### config.mk
export PLATFORM = sky130hd
export DESIGN_NAME = alu_pipe
export DESIGN_NICKNAME = d
export VERILOG_FILES = /design/src/rtl/alu_pipe.sv
export SDC_FILE = /design/constraint.sdc
export NUM_CORES = 1
export LEC_CHECK = 0
export ABC_AREA = 1
export CORE_MARGIN = 4
export CORE_UTILIZATION = 45
export CTS_BUF_LIST = sky130_fd_sc_hd__clkbuf_4 sky130_fd_sc_hd__clkbuf_8 sky130_fd_sc_hd__clkbuf_16
export CTS_CLUSTER_DIAMETER = 120
export DETAILED_ROUTE_END_ITERATION = 10
export PLACE_DENSITY = 0.71
export SETUP_SLACK_MARGIN = 0.4
export SYNTH_ARGS = -nofsm -noshare
export SYNTH_HDL_FRONTEND = slang
export SYNTH_SLANG_ARGS = --single-unit
### constraint.sdc
create_clock -name clk -period 3.9 [get_ports clk]
set_input_delay 0.39 -clock clk [delete_from_list [all_inputs] [get_ports clk]]
set_output_delay 0.39 -clock clk [all_outputs]
set_load 0.02 [all_outputs]
### src/rtl/alu_pipe.sv
// alu_pipe: valid/ready ALU with 1-cycle logic/arith ops and iterative signed multiply.
// Define ALU_SAT_EN to clamp ADD/SUB/MUL results to the BW-bit signed range.
module alu_pipe #(
    parameter int BW = 16
) (
    input  logic                 clk,
    input  logic                 rst_n,
    input  logic                 in_valid,
    output logic                 in_ready,
    input  logic signed [BW-1:0] in_a,
    input  logic signed [BW-1:0] in_b,
    input  logic        [2:0]    opcode,
    output logic                 out_valid,
    input  logic                 out_ready,
    output logic signed [BW:0]   out,
    output logic        [2:0]    flags,
    output logic                 busy
);
    localparam int SW = $clog2(BW);
    localparam logic [BW:0] SAT_MAX = {2'b00, {(BW-1){1'b1}}};
    localparam logic [BW:0] SAT_MIN = {2'b11, {(BW-1){1'b0}}};

    typedef enum logic {IDLE, BUSY} state_t;

    state_t          state_q, state_d;
    logic            out_valid_q, out_valid_d;
    logic [BW:0]     out_q, out_d;
    logic [2:0]      flags_q, flags_d;
    logic            done_q, done_d;
    logic [2*BW-1:0] acc_q, acc_d;
    logic [2*BW-1:0] mc_q, mc_d;
    logic [BW-1:0]   mp_q, mp_d;
    logic [SW-1:0]   cnt_q, cnt_d;

    logic            accept;
    logic            xfer;
    logic [BW:0]     a_x;
    logic [BW:0]     b_x;
    logic [BW-1:0]   lg;
    logic [BW:0]     alu_res;
    logic            alu_ovf;
    logic [2*BW-1:0] pp;
    logic            last;
    logic [BW:0]     mul_res;
    logic            mul_ovf;

    function automatic logic [2:0] mk_flags(input logic ovf, input logic [BW:0] v);
        return {ovf, v[BW], (v == '0)};
    endfunction

    assign busy      = (state_q == BUSY);
    assign in_ready  = (state_q == IDLE) && !done_q && (!out_valid_q || out_ready);
    assign out_valid = out_valid_q;
    assign out       = out_q;
    assign flags     = flags_q;
    assign accept    = in_valid && in_ready;
    assign xfer      = out_valid_q && out_ready;

    // single-cycle result for opcodes 000-110
    always_comb begin
        a_x     = {in_a[BW-1], in_a};
        b_x     = {in_b[BW-1], in_b};
        lg      = '0;
        alu_res = '0;
        alu_ovf = 1'b0;
        unique case (opcode)
            3'b000: begin
                alu_res = a_x + b_x;
                alu_ovf = alu_res[BW] ^ alu_res[BW-1];
            end
            3'b001: begin
                alu_res = a_x - b_x;
                alu_ovf = alu_res[BW] ^ alu_res[BW-1];
            end
            3'b010: lg = in_a & in_b;
            3'b011: lg = in_a | in_b;
            3'b100: lg = in_a ^ in_b;
            3'b101: lg = in_a >>> in_b[SW-1:0];
            3'b110: lg = {{(BW-1){1'b0}}, ($signed(in_a) < $signed(in_b))};
            default: ;
        endcase
        if (opcode >= 3'b010 && opcode <= 3'b110) begin
            alu_res = {lg[BW-1], lg};
        end
`ifdef ALU_SAT_EN
        if (alu_ovf) begin
            alu_res = alu_res[BW] ? SAT_MIN : SAT_MAX;
        end
`endif
    end

    // shift-add step; the last partial product carries negative weight
    always_comb begin
        pp      = mp_q[0] ? mc_q : '0;
        last    = (cnt_q == SW'(BW - 1));
        mul_ovf = !((&acc_q[2*BW-1:BW-1]) || !(|acc_q[2*BW-1:BW-1]));
        mul_res = acc_q[BW:0];
`ifdef ALU_SAT_EN
        if (mul_ovf) begin
            mul_res = acc_q[2*BW-1] ? SAT_MIN : SAT_MAX;
        end
`endif
    end

    // next-state, multiplier datapath and output register control
    always_comb begin
        state_d     = state_q;
        out_valid_d = out_valid_q;
        out_d       = out_q;
        flags_d     = flags_q;
        done_d      = done_q;
        acc_d       = acc_q;
        mc_d        = mc_q;
        mp_d        = mp_q;
        cnt_d       = cnt_q;
        if (xfer) begin
            out_valid_d = 1'b0;
        end
        unique case (state_q)
            IDLE: begin
                if (done_q) begin
                    out_valid_d = 1'b1;
                    out_d       = mul_res;
                    flags_d     = mk_flags(mul_ovf, mul_res);
                    done_d      = 1'b0;
                end else if (accept) begin
                    if (opcode == 3'b111) begin
                        state_d = BUSY;
                        mc_d    = {{BW{in_a[BW-1]}}, in_a};
                        mp_d    = in_b;
                        acc_d   = '0;
                        cnt_d   = '0;
                    end else begin
                        out_valid_d = 1'b1;
                        out_d       = alu_res;
                        flags_d     = mk_flags(alu_ovf, alu_res);
                    end
                end
            end
            BUSY: begin
                acc_d = last ? (acc_q - pp) : (acc_q + pp);
                mc_d  = mc_q << 1;
                mp_d  = mp_q >> 1;
                cnt_d = cnt_q + 1'b1;
                if (last) begin
                    state_d = IDLE;
                    done_d  = 1'b1;
                end
            end
            default: state_d = IDLE;
        endcase
    end

    // state and datapath registers, cleared asynchronously
    always_ff @(posedge clk or negedge rst_n) begin
        if (!rst_n) begin
            state_q     <= IDLE;
            out_valid_q <= 1'b0;
            out_q       <= '0;
            flags_q     <= '0;
            done_q      <= 1'b0;
            acc_q       <= '0;
            mc_q        <= '0;
            mp_q        <= '0;
            cnt_q       <= '0;
        end else begin
            state_q     <= state_d;
            out_valid_q <= out_valid_d;
            out_q       <= out_d;
            flags_q     <= flags_d;
            done_q      <= done_d;
            acc_q       <= acc_d;
            mc_q        <= mc_d;
            mp_q        <= mp_d;
            cnt_q       <= cnt_d;
        end
    end
endmodule

# Yosys cells after proc, flatten, opt, wreduce, memory -nomap -nowiden

Index checks and enable logic that the tools add are counted.
Widths: inputs -> output; s select.

Add/sub/neg operators: 5
Multiply operators: 0
Divide/modulo/power cells: 0
Magnitude comparators: 3
Equality and inequality tests: 13
Shifts and indexed selects: 1
Multiplexer cells: 40
Bitwise logic cells: 6
Reductions and logical operators: 19

Operators with widths:

| operator           | count |
|---|---|
| $mux 32            | 8 |
| $pmux 32 s2        | 2 |
| $pmux 16 s5        | 1 |
| $mux 17            | 4 |
| $mux 16            | 3 |
| $logic_not 17->1   | 2 |
| $pmux 17 s2        | 1 |
| $add 32x32->32     | 1 |
| $pmux 16 s2        | 1 |
| $sub 32x32->32     | 1 |
| $add 16x16->17     | 1 |
| $reduce_and 17->1  | 1 |
| $reduce_or 17->1   | 1 |
| $sub 16x16->17     | 1 |
| $and 16x16->16     | 1 |
| $lt 16x16->1       | 1 |
| $or 16x16->16      | 1 |
| $sshr 16x4->16     | 1 |
| $xor 16x16->16     | 1 |
| $eq 3x3->1 const B | 4 |
| $mux 4             | 3 |
| $mux 1             | 10 |
| $mux 3             | 3 |
| $pmux 4 s2         | 1 |
| 17 further kinds   | 33 |

Bits in registers: 107
Bits in latches: 0
Memory bits (writable): 0
Memory bits (read-only): 0
Bits of input ports: 39
Output and inout port bits: 23
Memories kept: 0

# Logic depth before layout (Yosys ltp)

Depth after elaboration: 7
Depth in mapped cells: 28
Gate-level depth less buffers: 27

# Worst setup path before layout

OpenSTA, ideal clock, no wires.

Path kind: register -> register
From: reg mp_q[0]
To: reg acc_q[30]
Library setup time: 0.123 ns
Data arrival time: 3.146 ns
Required time: 3.777 ns
Setup slack: 0.631 ns
Cell stages (with the launch flop): 26
Path buffers: 1
Cell sequence: dfrtp_1 -> buf_6 -> nand2_2 -> ha_1 -> nand3_2 -> nor2_2 -> nand3_2 -> nor2_2 -> inv_2 -> nor2_4 -> nand2_2 -> nor2_2 -> nand2_2 -> nor2_4 -> nand2_2 -> nand2_1 -> o21ai_1 -> xor2_1 -> ha_1 -> inv_1 -> nor4_1 -> nand3_1 -> o21ai_0 -> a21oi_1 -> o21ai_0 -> nand2_1

Longest elaborated chain between the ends: 4
Elaborated cells between the ends (all ways): 5
Those cells by class: add/sub: 2; mux: 3

RTL lines:

| element                                                 | RTL line | source |
|---|---|---|
| start: declaration                                      | 32       | `logic [BW-1:0] mp_q, mp_d;` |
| start signal: assignment                                | 174      | `mp_q <= mp_d;` |
| $mux 32 (*)                                             | 94       | `pp = mp_q[0] ? mc_q : '0;` |
| $add 32x32->32 / $sub 32x32->32 (equally long branches) | 141      | `acc_d = last ? (acc_q - pp) : (acc_q + pp);` |
| $mux 32 (*)                                             | 141      |  |
| $pmux 32 s2 (*)                                         | 119      | `unique case (state_q)` |
| end signal: assignment                                  | 162      | `acc_q <= '0;` |
| end signal: assignment                                  | 172      | `acc_q <= acc_d;` |
| end: declaration                                        | 30       | `logic [2*BW-1:0] acc_q, acc_d;` |

Every way passes the cells marked *; elsewhere a longest branch is shown, timed or not.
A chain may end at the register's enable or synchronous reset.

# Final worst setup path

Same ends and word-level chain as after synthesis.

==> qor.yml <==
outcome: "finished, final reports clean"
rsz0062_at_grt: "yes"
place_hpwl_mm: 27.40
yosys_warnings: 0
critPathKind: "register to register"
grt.met2_usage_pct: 41.82
fin_ws_ns: 0.4230
grt.overflow.total: 0
htree_levels: 3
synth_flop_cell: "dfrtp_1"
synth-seq-area-share_pct: 24.91
dr.pass1.iters: 6
critical_path_arrival_ns: 3.74
crit_path_top_delay_cell: "dfrtp_2"
gp_congestion: 1.004
cts_tree: "done"
io_buffers: 61
worstPathCellList: "buf_6, nand2_4, nand3_4, nor2_4, nand3_2, nor2_4, nand4_4, nor2_4, nand2_2, nor2_4, a21oi_1, xor2_1, inv_1, ha_4, nand2_1, nor2_2, inv_2, nor4_4, nand3_1, o21ai_2, a21oi_1, o21ai_0, nand2_1"
reg2reg_depth: 23
vias: 11370
core_um2: 23400
grt_first_pass_wirelength_mm: 55.08
num_io_pins: 62
area_growth_pct: 16.03
insertion_delay_ns: 0.36
ys_types: 54
route.detailed.drc: 0
vias_per_cell: 5.582
p_per_area_nw_per_um2: 980.1
cap_violations: 0
fillers: 2379
drive_gt1_share_pct: 10.65
synthTopCellsByCount: "nand2_1, inv_1, nand3_1"
clk_pin_slew_worst_paths_ns: 0.09
synth-edff-count: 0
synth_area_leader_cell: "dfrtp_1"
cts_sinks: 106
totalWireLength_mm: 35.20
final_nets: 1836
grt_usage_pct: 25.88
r2r_start: "mp_q[0]"
die_x_um: 161.8
dieArea_um2: 26190
grt_start_max_net_pins: 61
pre_cts_ws_ns: 0.2507
synth_top_cells_by_area: "dfrtp_1, nand2_1, ha_1"
postSynthNetCount: 1781
setup-tns-final_ns: 0
r2r_setup_slack_ns: 0.42
hold_viol: 0
ant_nets: 0
cts_made_buffers: 9
rows: 56
synth_most_common_cell: "nand2_1"
start_kind: "register"
async_flop_share_pct: 100.0
worst_clock_skew_ns: 0.01629
timing.fmax_mhz: 287.6
dr.first_iter.drc_count: 925
worstReg2RegEnd: "acc_q[30]"
syn_inst: 1658
start_util_pct: 45.50
setup_viol: 0
tightest_slew_ns: 0.7851
antenna_found_initial: 0
dieHeight_um: 161.8
endpoint_kind: "register"
use_met1_pct: 36.97
ys_ff_latch: 106
diodes: 0
hold_class: "input port to async pin"
syn_area_um2: 10650
synth_top_area_share_pct: 24.91
slowest_delay_ns: 0.48
crit_fanout: 5
grt_pass1_vias: 10390
p_leak_nw: 6.294
syn_avg_cell_area_um2: 6.422
finish.utilization_pct: 52.79
relSlewSlack_pct: 47.66
clockBufferDepth: 2
critPathRequiredTime_ns: 4.16
grt_most_used_layer: "met2"
cp_common_cell: "nor2_4"
met3_usage_pct: 2.537
peakVddDrop_uv: 542.7
wl_per_cell_um: 17.28
maxSlewViolCount: 0
min_period_ns: 3.477
period_share_pct: 89.15
root_buffer: "clkbuf_16"
## timing repair
| item | in CTS | in global routing |
|---|---|---|
| pin swaps | 1 | 24 |
| buffers inserted | 2 | 12 |
| hold buffers | 0 | 0 |
| endpoints found under the hold margin | 0 | 0 |
| gates resized for setup | 7 | 88 |
| setup endpoints to repair | 6 | 18 |
## per-layer routing
metal / up-vias / part of all wire (%)
li1: 5568 / -
met1: 5284 / 45
met2: 445 / 46
met3: 73 / 6.5
met4: 0 / 2.9
met5: - / 0
## power breakdown
group	internal [mW]	total, mW	switching, mW	leakage, nW
Clock	0.459	0.958	0.500	0.146
Sequential	1.62	2.10	0.481	1.35
Combinational	3.48	9.05	5.57	4.79
## flip-flops by register name, summed over array words and instances, names as in the netlist
register / count
mc_q: 32
cnt_q: 4
flags: 3
out_valid: 1
busy: 1
out: 16
acc_q: 32
done_q: 1
mp_q: 16
## kinds of logic (layout without fill, tap and decap cells)
kind of cell | Yosys count | in the layout | share of synthesized area, %
AOI/OAI and AO/OA | 297 | 297 | 16.32
xor gates and xnor gates | 41 | 41 | 3.373
adders and majority gates | 84 | 84 | 10.08
buffers and inverters | 271 | 331 | 10.36
DFF | 106 | 106 | 24.91
and+or+nand+nor | 859 | 859 | 34.95
## final cells by class
type	instances	area [um^2]	area share (%)
clock inverter	7	80.08	0.6482
clock buffer	9	225.2	1.823
multi-input combinational	1281	7226	58.49
sequential	106	2655	21.49
timing repair buffer	111	1003	8.122
tap	319	399.1	3.231
inverter	204	765.7	6.198
## critical path: cells and delay by family, from the launching register on
family	cells	cell delay, ns
fa+ha+maj	1	0.31
buf+inv	3	0.34
flops	1	0.48
xor+xnor	1	0.20
simple gates	14	1.67
compound gates	4	0.38
## metrics by stage
step	hold slack (ns)	instances	power, mW	instance area, um^2
after CTS	0.1306	2025	10.80	11960
after floorplan	0.09441	1658	7.534	10650
after global placement	0.4614	2007	9.515	11600
final	0.09994	2037	12.11	12350
after global routing	0.1534	2037	13.13	12350
after detailed placement	0.4666	2007	9.630	11600
## layout by cell type (no fill, tap or decap), types with 16 or more instances in the layout
cell type,netlist,routed
o211ai_1,19,19
dfrtp_1,106,104
buf_4,4,48
a21oi_1,110,96
inv_2,13,16
nand2_1,489,481
o21ai_1,14,26
o22ai_1,18,18
nand4_1,22,22
nand3_1,159,157
ha_1,81,70
xor2_1,34,33
inv_1,189,186
clkdlybuf4s50_1,0,60
o21ai_0,77,61
nor2_1,128,121
## worst max path at each step
stage / start / endpoint / slack, ns / depth (start not counted)
floorplan: mp_q[0] / acc_q[30] / 0.63 / 25
global placement: mp_q[0] / acc_q[30] / 0.32 / 25
detailed placement: mp_q[0] / acc_q[30] / 0.25 / 25
CTS: mp_q[0] / acc_q[30] / 0.38 / 24
global route: mp_q[0] / acc_q[28] / 0.24 / 26
finish: mp_q[0] / acc_q[30] / 0.42 / 23
(Power assumes the default switching activity.)
